`config.mk`:
```
export PLATFORM = sky130hd
export DESIGN_NAME = crc_7_check_flat
export DESIGN_NICKNAME = d
export VERILOG_FILES = /design/src/rtl/crc7_pkg.sv /design/src/rtl/crc_7_check_if.sv /design/src/rtl/crc7_bit_step.sv /design/src/rtl/crc_7_check.sv /design/src/flat_wrapper.sv
export SDC_FILE = /design/constraint.sdc
export NUM_CORES = 1
export LEC_CHECK = 0
export ABC_AREA = 1
export BUFFER_PORTS_ARGS = -buffer_cell sky130_fd_sc_hd__buf_2
export CAP_MARGIN = 20
export CORE_ASPECT_RATIO = 1.2
export CORE_UTILIZATION = 25
export CTS_BUF_LIST = sky130_fd_sc_hd__clkbuf_4 sky130_fd_sc_hd__clkbuf_8
export CTS_CLUSTER_DIAMETER = 120
export DETAILED_ROUTE_END_ITERATION = 16
export PLACE_DENSITY_LB_ADDON = 0.05
export SLEW_MARGIN = 5
export SYNTH_ARGS = -nofsm -noshare
export SYNTH_HDL_FRONTEND = slang
export SYNTH_SLANG_ARGS = --single-unit
export TNS_END_PERCENT = 10
```
`constraint.sdc`:
```
create_clock -name clk -period 1.5 [get_ports clk]
set_clock_uncertainty 0.1 [all_clocks]
set_input_delay 0 -clock clk [delete_from_list [all_inputs] [get_ports clk]]
set_output_delay 0 -clock clk [all_outputs]
set_load 0.005 [all_outputs]
```
`src/rtl/crc7_pkg.sv`:
```
// rtl/crc7_pkg.sv - shared CRC-7 constants and checker FSM state encoding
package crc7_pkg;

  localparam int          CRC7_WIDTH = 7;
  localparam logic [6:0]  CRC7_POLY  = 7'h09;

  typedef enum logic [1:0] {
    ST_IDLE  = 2'd0,
    ST_SHIFT = 2'd1,
    ST_CHECK = 2'd2
  } crc7_state_t;

endpackage

```
`src/rtl/crc_7_check_if.sv`:
```
// rtl/crc_7_check_if.sv - request/result bundle between link receiver and CRC-7 checker
interface crc_7_check_if
  import crc7_pkg::*;
#(
  parameter int DATAWIDTH = 32
);

  logic                  start;
  logic [DATAWIDTH-1:0]  data_in;
  logic [7:0]            crc_in;
  logic                  busy;
  logic                  done;
  logic                  crc_ok;
  logic [CRC7_WIDTH-1:0] crc_calc;

  modport master (
    output start, data_in, crc_in,
    input  busy, done, crc_ok, crc_calc
  );

  modport slave (
    input  start, data_in, crc_in,
    output busy, done, crc_ok, crc_calc
  );

endinterface

```
`src/rtl/crc7_bit_step.sv`:
```
// rtl/crc7_bit_step.sv - one MSB-first LFSR step of the CRC-7 remainder
module crc7_bit_step
  import crc7_pkg::*;
#(
  parameter logic [CRC7_WIDTH-1:0] POLY = CRC7_POLY
) (
  input  logic [CRC7_WIDTH-1:0] i_r,
  input  logic                  i_bit,
  output logic [CRC7_WIDTH-1:0] o_r_next
);

  logic w_fb;

  // Feedback is the incoming bit against the remainder MSB; x^7 is implicit.
  always_comb begin
    w_fb     = i_bit ^ i_r[CRC7_WIDTH-1];
    o_r_next = {i_r[CRC7_WIDTH-2:0], 1'b0} ^ (w_fb ? POLY : '0);
  end

endmodule

```
`src/rtl/crc_7_check.sv`:
```
// rtl/crc_7_check.sv - bit-serial CRC-7 recompute and compare for a received word
module crc_7_check
  import crc7_pkg::*;
#(
  parameter int                    DATAWIDTH = 32,
  parameter logic [CRC7_WIDTH-1:0] POLY      = CRC7_POLY
) (
  input  logic          clk,
  input  logic          rst,
  crc_7_check_if.slave  bus
);

  // Wide enough to hold DATAWIDTH itself, so the count never wraps mid-word.
  localparam int CNT_W = $clog2(DATAWIDTH + 1);

  crc7_state_t           r_state;
  crc7_state_t           w_state_next;
  logic                  w_accept;
  logic                  w_last_bit;

  logic [DATAWIDTH-1:0]  r_shift;
  logic [CRC7_WIDTH-1:0] r_crc;
  logic [CRC7_WIDTH-1:0] r_crc_rx;
  logic [CNT_W-1:0]      r_cnt;
  logic                  r_busy;
  logic                  r_done;
  logic                  r_crc_ok;
  logic [CRC7_WIDTH-1:0] r_crc_calc;
  logic [CRC7_WIDTH-1:0] w_crc_next;

  crc7_bit_step #(
    .POLY (POLY)
  ) u_step (
    .i_r      (r_crc),
    .i_bit    (r_shift[DATAWIDTH-1]),
    .o_r_next (w_crc_next)
  );

  assign w_last_bit = (r_cnt == CNT_W'(DATAWIDTH - 1));

  // Next-state logic: accept only from IDLE, one bit per SHIFT cycle, single CHECK cycle.
  always_comb begin
    w_state_next = r_state;
    w_accept     = 1'b0;
    case (r_state)
      ST_IDLE: begin
        if (bus.start) begin
          w_accept     = 1'b1;
          w_state_next = ST_SHIFT;
        end
      end
      ST_SHIFT: begin
        if (w_last_bit) begin
          w_state_next = ST_CHECK;
        end
      end
      ST_CHECK: begin
        w_state_next = ST_IDLE;
      end
      default: begin
        w_state_next = ST_IDLE;
      end
    endcase
  end

  // State register; reset wins over any pending start.
  always_ff @(posedge clk) begin
    if (!rst) begin
      r_state <= ST_IDLE;
    end else begin
      r_state <= w_state_next;
    end
  end

  // Datapath: latch the word, walk it MSB first, then publish the comparison result.
  always_ff @(posedge clk) begin
    if (!rst) begin
      r_shift    <= '0;
      r_crc      <= '0;
      r_crc_rx   <= '0;
      r_cnt      <= '0;
      r_busy     <= 1'b0;
      r_done     <= 1'b0;
      r_crc_ok   <= 1'b0;
      r_crc_calc <= '0;
    end else begin
      r_done <= 1'b0;
      case (r_state)
        ST_IDLE: begin
          if (w_accept) begin
            r_shift  <= bus.data_in;
            r_crc_rx <= bus.crc_in[CRC7_WIDTH-1:0];
            r_crc    <= '0;
            r_cnt    <= '0;
            r_busy   <= 1'b1;
          end
        end
        ST_SHIFT: begin
          r_crc   <= w_crc_next;
          r_shift <= {r_shift[DATAWIDTH-2:0], 1'b0};
          r_cnt   <= r_cnt + 1'b1;
        end
        ST_CHECK: begin
          r_crc_calc <= r_crc;
          r_crc_ok   <= (r_crc == r_crc_rx);
          r_done     <= 1'b1;
          r_busy     <= 1'b0;
        end
        default: begin
          r_busy <= 1'b0;
        end
      endcase
    end
  end

  assign bus.busy     = r_busy;
  assign bus.done     = r_done;
  assign bus.crc_ok   = r_crc_ok;
  assign bus.crc_calc = r_crc_calc;

endmodule

```
`src/flat_wrapper.sv`:
```
// flat-port wrapper written by rule: the top's interface ports become plain ports
module crc_7_check_flat import crc7_pkg::*;
#(
  parameter int                    DATAWIDTH = 32,
  parameter logic [CRC7_WIDTH-1:0] POLY      = CRC7_POLY
)
  (clk, rst, bus_start, bus_data_in, bus_crc_in, bus_busy, bus_done, bus_crc_ok, bus_crc_calc);
  crc_7_check_if #(.DATAWIDTH(DATAWIDTH)) bus_i ();
  input  logic clk;
  input  logic rst;
  input wire logic [$bits(bus_i.start)-1:0] bus_start;
  input wire logic [$bits(bus_i.data_in)-1:0] bus_data_in;
  input wire logic [$bits(bus_i.crc_in)-1:0] bus_crc_in;
  output wire logic [$bits(bus_i.busy)-1:0] bus_busy;
  output wire logic [$bits(bus_i.done)-1:0] bus_done;
  output wire logic [$bits(bus_i.crc_ok)-1:0] bus_crc_ok;
  output wire logic [$bits(bus_i.crc_calc)-1:0] bus_crc_calc;
  assign bus_i.start = bus_start;
  assign bus_i.data_in = bus_data_in;
  assign bus_i.crc_in = bus_crc_in;
  assign bus_busy = bus_i.busy;
  assign bus_done = bus_i.done;
  assign bus_crc_ok = bus_i.crc_ok;
  assign bus_crc_calc = bus_i.crc_calc;
  crc_7_check #(.DATAWIDTH(DATAWIDTH), .POLY(POLY)) u_core (.clk(clk), .rst(rst), .bus(bus_i));
endmodule
```
## Yosys cells after proc, flatten, opt, wreduce, memory -nomap -nowiden

Cells that the tools add are included.

- Register bits after elaboration: 64
- Bits of input ports: 43

- Bitwise logic cells: 3
- Equality and inequality tests: 7
- Multiplexer cells: 15
- Reduce and logical (&&, ||, !) cells: 6
- Add/subtract/negate cells: 1

Operators by type and width:

| cell | count |
|---|---|
| 32-bit one-hot mux with 2 select lines | 1 |
| 32-bit two-way mux | 1 |
| 7-bit one-hot mux with 2 select lines | 1 |
| 6-bit one-hot mux with 2 select lines | 1 |
| 2-bit AND reduction | 4 |
| 7-bit == test | 1 |
| 7-bit two-way mux | 1 |
| 7-bit by 4-bit XOR with 7-bit output | 1 |
| 6-bit by 1-bit adder with 6-bit output (second input constant) | 1 |
| 6-bit by 5-bit == test with 1-bit output (second input constant) | 1 |
| 6-bit two-way mux | 1 |
| 1-bit two-way mux | 4 |
| 2-bit two-way mux | 2 |
| 4-bit two-way mux | 1 |
| 2-bit by 1-bit inequality test with 1-bit output (second input constant) | 2 |
| 2-bit one-hot mux with 2 select lines | 1 |
| 2-bit by 1-bit == test with 1-bit output (second input constant) | 1 |
| 2-bit == test (second input constant) | 1 |
| 2-bit logical NOT | 1 |
| 2-bit inequality test (second input constant) | 1 |
| 1-bit one-hot mux with 2 select lines | 1 |
| 2-bit nonzero test | 1 |
| 1-bit inverter | 1 |
| 1-bit XOR | 1 |

## Longest topological paths before layout

Gate-level depths: netlist (run 1).

- Word-level depth: 4
- Mapped depth: 8
- Gate-level depth less buffers: 8

## By module

Synthesis (run 1) repeated with hierarchy kept, for this count alone.

- Cell total of the unflattened synthesis: 363
- Area, all modules: 2,746.4 sq um

Modules (own cells, without submodules):

| module | area an instance (sq um) | instances | cells an instance |
|---|---|---|---|
| crc_7_check | 2,657.5 | 1 | 346 |
| crc7_bit_step | 88.8 | 1 | 17 |

## Least setup slack after synthesis (run 1)

Ideal clock, no wire load.

- Path type: register to register
- From: register u_core.r_state[0]
- To: register u_core.r_shift[21]
- Library setup time: 0.115 ns
- Period minus slack after synthesis: 1.217 ns
- Stages on the path, launching flop included: 8
- Data arrival time: 1.003 ns
- Slack: 0.283 ns
- Path buffers: 1
- Cell sequence: dfxtp_1 -> inv_2 -> nand3_4 -> inv_4 -> nor2_8 -> inv_2 -> buf_6 -> o21a_1

- Cells in the longest elaborated chain, start to end: 4
- Elaborated cells on any way between the ends: 7

Ends and longest elaborated chain:

| what | RTL line | source |
|---|---|---|
| start: declaration | crc_7_check.sv:16 | `crc7_state_t r_state;` |
| start signal: assignment | crc_7_check.sv:71 | `r_state <= w_state_next;` |
| 2-bit logical NOT | crc_7_check.sv:45, crc_7_check.sv:88 |  |
| 1-bit two-way mux | crc_7_check.sv:45 | `case (r_state)` |
| 2-bit by 1-bit inequality test with 1-bit output (no source line) | n/a |  |
| 2-bit AND reduction (no source line) | n/a |  |
| end signal: assignment | crc_7_check.sv:91 | `r_shift <= bus.data_in;` |
| end signal: assignment | crc_7_check.sv:100 | `r_shift <= {r_shift[DATAWIDTH-2:0], 1'b0};` |
| end: declaration | crc_7_check.sv:21 | `logic [DATAWIDTH-1:0] r_shift;` |

Parallel ways exist; a longest one is shown, timed or not.
A chain may end at the register's enable or synchronous reset.

## Worst setup path after layout (run 1)

- From: register u_core.r_state[1]
- To: register u_core.r_cnt[3]

- Cells in the longest elaborated chain, start to end: 4
- Elaborated cells on any way between the ends: 7

Ends and longest elaborated chain:

| what | RTL line | source |
|---|---|---|
| 2-bit logical NOT | crc_7_check.sv:45, crc_7_check.sv:88 |  |
| 1-bit two-way mux | crc_7_check.sv:45 |  |
| 2-bit by 1-bit inequality test with 1-bit output (no source line) | n/a |  |
| 2-bit AND reduction (no source line) | n/a |  |
| end signal: assignment | crc_7_check.sv:101 | `r_cnt <= r_cnt + 1'b1;` |
| end: declaration | crc_7_check.sv:24 | `logic [CNT_W-1:0] r_cnt;` |

Parallel ways exist; a longest one is shown, timed or not.

==> results of run 1 <==
==> worst paths after layout <==
| path | start | cells past startpoint | to |
|---|---|---|---|
| max | u_core.r_state[1] | 6 | u_core.r_cnt[3] |
| min | bus_start | 5 | u_core.r_shift[0] |
| max reg2reg | u_core.r_state[1] | 6 | u_core.r_cnt[3] |
| min reg2reg | u_core.r_shift[12] | 1 | u_core.r_shift[12] |
==> flip-flops by register name, indices dropped and copies added (netlist names) <==
name	flops
u_core.r_shift	32
u_core.bus.crc_calc	7
u_core.r_crc	7
u_core.r_crc_rx	7
u_core.r_cnt	6
u_core.r_state	2
u_core.bus.busy	1
u_core.bus.crc_ok	1
u_core.bus.done	1
==> layout make-up <==
type	count	share of cell area [%]
inverter	24	2.51
sequential	64	34.8
clock buffer	13	4.69
tap	126	4.28
timing repair buffer	102	20.7
clock inverter	2	1.02
multi-input combinational	241	32.0
==> power by group <==
part / switching (mW) / internal [mW] / leakage (nW)
clock network: 0.653 / 0.914 / 0.105
logic: 0.273 / 0.271 / 0.930
registers: 0.0536 / 1.81 / 0.525
==> per-stage QoR <==
step	area (um2)	std cells	utilization [%]	power [mW]
3_3_place_gp	3070	517	30.1	2.38
2_1_floorplan	2670	348	-	2.22
5_1_grt	3680	572	36.1	4.21
4_1_cts	3680	572	36.1	4.05
3_5_place_dp	3070	517	30.1	2.38
6_report	3680	572	36.1	3.98
==> worst max-delay path, cell delays in order, from the launching register on <==
cell and delay [ns]:
dfxtp_1 0.32, inv_2 0.09, nand2_2 0.07, buf_4 0.19, or2_0 0.25, o21ai_1 0.13, a21oi_1 0.05
==> routing by layer <==
metal  share of wire [%]  wire (um)
met1                  48       3200
met2                  47       3100
met3                 3.4        223
met4                 1.5         96
met5                   0          0
==> cell families after synthesis <==
| kind of cell | count (synthesis) | share of synthesized area, % |
|---|---|---|
| XOR/XNOR | 2 | 0.657 |
| AO/OA/AOI/OAI | 104 | 22.4 |
| AND/OR/NAND/NOR | 134 | 20.7 |
| buffers and inverters | 43 | 7.70 |
| adder cells (fa/ha/maj) | 1 | 0.469 |
| flip-flops | 64 | 48.1 |
==> placed cells by master, fill, tap and decap left out, drive strengths merged, types with 5 or more instances in the layout <==
cell type / count
nor2: 65
a31oi: 5
o21a: 26
buf: 62
dfxtp: 64
a21oi: 22
o21ai: 48
clkbuf: 13
nand2: 57
nand3: 8
inv: 24
dlygate4sd3: 40
==> flow_summary.json, run 1 <==
{
  "nets": 486,
  "min_period_over_period_pct": 88.8,
  "diodes": 0,
  "cts_buffers": 9,
  "grt_setup_unrepaired": "no",
  "post_cts_buffers": 0,
  "clock-sinks": 64,
  "status": "completed",
  "pre_cts_ws_ns": 0.178,
  "setup_tns_ns": 0,
  "drt_iter0_markers": 60,
  "cap_viol_max_count": 0,
  "avgSynthCellArea_um2": 7.66,
  "end_kind": "flip-flop",
  "grt_busiest_layer": "met2",
  "io_pins": 53,
  "io_buffers": 51,
  "finalSetupViolCount": 0,
  "met2_usage_pct": 21.8,
  "ys_seq_area_share_pct": 48.1,
  "root_buffer": "clkbuf_8",
  "grt_max_degree": 23,
  "die_w_um": 96.3,
  "grt_overflow": 0,
  "core_area_um2": 10200,
  "slew_headroom_pct": 72.6,
  "fill_cells": 1111,
  "max_freq_mhz": 750,
  "finalWeightedCongestion": 0.683,
  "grt_pass1_wl_um": 11200,
  "cp.required_ns": 1.62,
  "drcViolationCount": 0,
  "worst_pin_slew_ns": 0.411,
  "multi_input_area_um2": 1180,
  "grt_pass1_vias": 2376,
  "antenna_found_initial": 0,
  "yosysTopAreaCell": "dfxtp_1",
  "crit_path_start_kind": "flip-flop",
  "hold_violations": 0,
  "drv_slew": 0,
  "vdd_drop_max_mv": 0.448,
  "chipHeight_um": 115,
  "hold_slack_ns": 0.0184,
  "hold_path_class": "in2reg",
  "ys_warn_count": 0,
  "synth_cells": 348,
  "met3_usage_pct": 3.37,
  "critPathMaxFanout": 16,
  "dieArea_um2": 11100,
  "syn-num-nets": 392,
  "synth_top_area_share_pct": 48.1,
  "seq_area_um2": 1280,
  "clk_pin_slew_ns": 0.07,
  "grt_util_met1_pct": 16.8,
  "critical_path_class": "reg2reg",
  "ys_ff_latch": 64,
  "viasPerCell": 4.38,
  "drive_above_1_share_pct": 19.3,
  "area_delta_synth_final_pct": 38.2,
  "leakagePower_nw": 1.56,
  "finalCriticalPeriod_ns": 1.33,
  "synth_edf_count": 0,
  "grt_usage_pct": 13.4,
  "ys_top_cells_by_count": "64 x dfxtp_1, 64 x nor2_1, 56 x nand2_1",
  "clk_path_buf_depth": 2,
  "r2r_slack_ns": 0.17,
  "powerDensity_nw_per_um2": 1080,
  "ys_types": 26,
  "first_pass_iters": 4,
  "cts_resized": 0,
  "rows": 40,
  "start_util_pct": 26.1,
  "cts-hold-fix-buffers": 40,
  "antenna_left": 0,
  "post_drt_wl_per_cell_um": 11.6,
  "arrival_ns": 1.45,
  "fin_ws_ns": 0.167,
  "synth-async-reset-ratio_pct": 0,
  "synth_ff_type": "dfxtp_1",
  "synth_area_leaders": "dfxtp_1 48%, nor2_1 9.0%, o21ai_0 8.1%",
  "cts_max_level": 3,
  "place_hpwl_um": 4440,
  "cts_tree": "yes",
  "clk_latency_ns": 0.33,
  "vias": 2504,
  "synth.cell_area_um2": 2670,
  "routed_wl_um": 6620
}
Note: power is estimated with default switching activity, not from simulation.
==> inputs of run 2 (changes only) <==
--- a/config.mk
+++ b/config.mk
@@ -5,7 +5,7 @@
 export SDC_FILE = /design/constraint.sdc
 export NUM_CORES = 1
 export LEC_CHECK = 0
-export ABC_AREA = 1
+export ABC_AREA = 0
 export BUFFER_PORTS_ARGS = -buffer_cell sky130_fd_sc_hd__buf_2
 export CAP_MARGIN = 20
 export CORE_ASPECT_RATIO = 1.2
==> flow_summary.json, run 2 <==
{
  "finalSetupViolCount": 0,
  "mostFrequentLayoutCells": "64 x dfxtp_1, 53 x nor2_1, 51 x buf_2",
  "largest_register": "u_core.r_shift",
  "clk_path_buf_depth": 2,
  "cp_slowest_cell": "dlygate4sd3_1",
  "drt_iter0_markers": 71,
  "final_common_cell": "dfxtp_1",
  "area_delta_synth_final_pct": 41.2,
  "ys_warn_count": 0,
  "ys_ff_latch": 64,
  "hold_slack_ns": 0.359,
  "root_buffer": "clkbuf_8",
  "hold_path_class": "in2reg",
  "synth_area_leaders": "dfxtp_1 49%, o221ai_1 8.7%, a21boi_0 7.8%",
  "diodes": 0,
  "cts_max_level": 3,
  "largest_reg_flops": 32,
  "nets": 438,
  "end_kind": "flip-flop",
  "synth_cells": 297,
  "fill_cells": 1098,
  "drcViolationCount": 0,
  "grt_overflow": 0,
  "grt_pass1_vias": 2407,
  "cts_buffers": 9,
  "vias": 2389,
  "clock-sinks": 64,
  "viasPerCell": 4.56,
  "post_cts_buffers": 0,
  "die_w_um": 95.3,
  "yosysTopAreaCell": "dfxtp_1",
  "seq_area_um2": 1280,
  "p_switching_uw": 945,
  "multi_input_area_um2": 1220,
  "clk_latency_ns": 0.33,
  "io_buffers": 51,
  "clk_pin_slew_ns": 0.08,
  "syn-num-nets": 341,
  "min_period_over_period_pct": 94.0,
  "setup_tns_ns": 0,
  "max_stage_delay_ns": 0.52,
  "ys_types": 35,
  "routed_wl_um": 6680,
  "synth.cell_area_um2": 2610,
  "grt_setup_unrepaired": "no",
  "first_pass_iters": 4,
  "cts_tree": "yes",
  "synth_edf_count": 0,
  "grt_usage_pct": 13.8,
  "critPathMaxFanout": 24,
  "synth-async-reset-ratio_pct": 0,
  "sequentialPowerShare_pct": 48.2,
  "worst_pin_slew_ns": 0.404,
  "grt_pass1_wl_um": 11500,
  "vdd_drop_max_mv": 0.406,
  "post_drt_wl_per_cell_um": 12.7,
  "core_area_um2": 10100,
  "arrival_ns": 1.53,
  "synth_ff_type": "dfxtp_1",
  "chipHeight_um": 114,
  "place_hpwl_um": 4300,
  "ys_top_cells_by_count": "64 x dfxtp_1, 53 x nor2_1, 41 x nand2_1",
  "antenna_left": 0,
  "synth_top_area_share_pct": 49.0,
  "dieArea_um2": 10900,
  "start_util_pct": 25.9,
  "powerDensity_nw_per_um2": 1050,
  "cap_viol_max_count": 0,
  "hold_violations": 0,
  "synth_most_common_cell": "dfxtp_1",
  "status": "completed",
  "leakagePower_nw": 1.48,
  "grt_max_degree": 36,
  "drv_slew": 0,
  "ys_seq_area_share_pct": 49.0,
  "io_pins": 53,
  "cp.required_ns": 1.62,
  "p_int_mw": 2.91,
  "finalWeightedCongestion": 0.663,
  "crit_chain": "dlygate4sd3_1 > buf_2 > or3b_4 > buf_12 > o221ai_1 > nor2_1",
  "clkPwrFrac_pct": 38.6,
  "antenna_found_initial": 0,
  "avgSynthCellArea_um2": 8.80,
  "combPwrFrac_pct": 13.2,
  "crit_path_start_kind": "input port",
  "slew_headroom_pct": 73.0,
  "critical_path_class": "in2reg",
  "max_freq_mhz": 709,
  "finalCriticalPeriod_ns": 1.41,
  "rows": 40,
  "switching_share_pct": 24.5,
  "drive_above_1_share_pct": 21.9
}
run 2: cell types whose count changed in the layout (fill, tap and decap cells not counted), moves of 6 or more:
cell | previous run | this run
o21ai_0 | 43 | 0
a21boi_0 | 0 | 27
o221ai_1 | 0 | 26
o21a_1 | 26 | 2
a21oi_1 | 22 | 3
inv_1 | 18 | 2
nand2_1 | 56 | 41
nor2_1 | 64 | 53
buf_4 | 9 | 16
xnor2_1 | 2 | 8
run 2: routing by layer:
metal / vias up / global-route usage [%] / wire length (um) / share of wire [%]
li1: 1234 / - / - / -
met1: 1108 / 16.8 / 3100 / 46
met2: 38 / 23.3 / 3320 / 50
met3: 9 / 2.67 / 179 / 2.7
met4: 0 / 6.36 / 88 / 1.3
met5: - / 0 / 0 / 0
run 2: cells by family after synthesis:
| kind of cell | count (synthesis) | share of synthesized area [%] |
|---|---|---|
| simple gates | 123 | 20.5 |
| compound gates | 73 | 22.1 |
| flops | 64 | 49.0 |
| buf+inv | 26 | 4.50 |
| xor+xnor | 9 | 3.02 |
| mux | 1 | 0.383 |
| fa+ha+maj | 1 | 0.479 |
run 2: per-stage QoR:
stage / cells / instance area, um2 / util (%) / total power [mW] / worst slack [ns]
floorplan: 297 / 2610 / - / 2.15 / 0.0518
global placement: 468 / 3080 / 30.5 / 2.33 / 0.0495
detailed placement: 468 / 3080 / 30.5 / 2.33 / 0.0335
CTS: 524 / 3690 / 36.5 / 3.94 / 0.0274
global route: 524 / 3690 / 36.5 / 4.10 / 0.00959
finish: 524 / 3690 / 36.5 / 3.86 / 0.0898
run 2: final timing paths:
check / depth (start not counted) / end / slack (ns) / start
worst max register to register: 4 / u_core.r_shift[19] / 0.11 / u_core.r_state[1]
worst max-delay path: 6 / u_core.r_shift[19] / 0.09 / bus_start
worst min register to register: 2 / u_core.bus.crc_calc[1] / 0.36 / u_core.bus.crc_calc[1]
worst min-delay path: 4 / u_core.r_crc_rx[3] / 0.36 / bus_crc_in[3]
run 2: timing repair:
item                                   CTS  global route
setup endpoints to repair                0            23
hold buffers                            41             0
endpoints found under the hold margin   44             0
resized for setup                        0             1
run 2: power by group through the flow:
stage          sequential, mW  combinational (mW)  clock [mW]
6_report                 1.86               0.508        1.49
5_1_grt                  1.87               0.579        1.65
4_1_cts                  1.86               0.518        1.56
3_5_place_dp             1.90               0.436           0
3_3_place_gp             1.90               0.434           0
2_1_floorplan            1.88               0.270           0
run 2: area by class of cell:
| cell class | instances | area share (%) |
|---|---|---|
| tap | 126 | 4.27 |
| timing repair buffer | 110 | 22.4 |
| sequential | 64 | 34.7 |
| multi-input combinational | 207 | 33.1 |
| inverter | 2 | 0.203 |
| clock inverter | 3 | 1.15 |
| clock buffer | 12 | 4.14 |
run 2: critical path: cells and delay by family:
family	cells	cell delay, ns
buffers and inverters	3	0.84
and+or+nand+nor	2	0.50
AOI/OAI and AO/OA	1	0.19
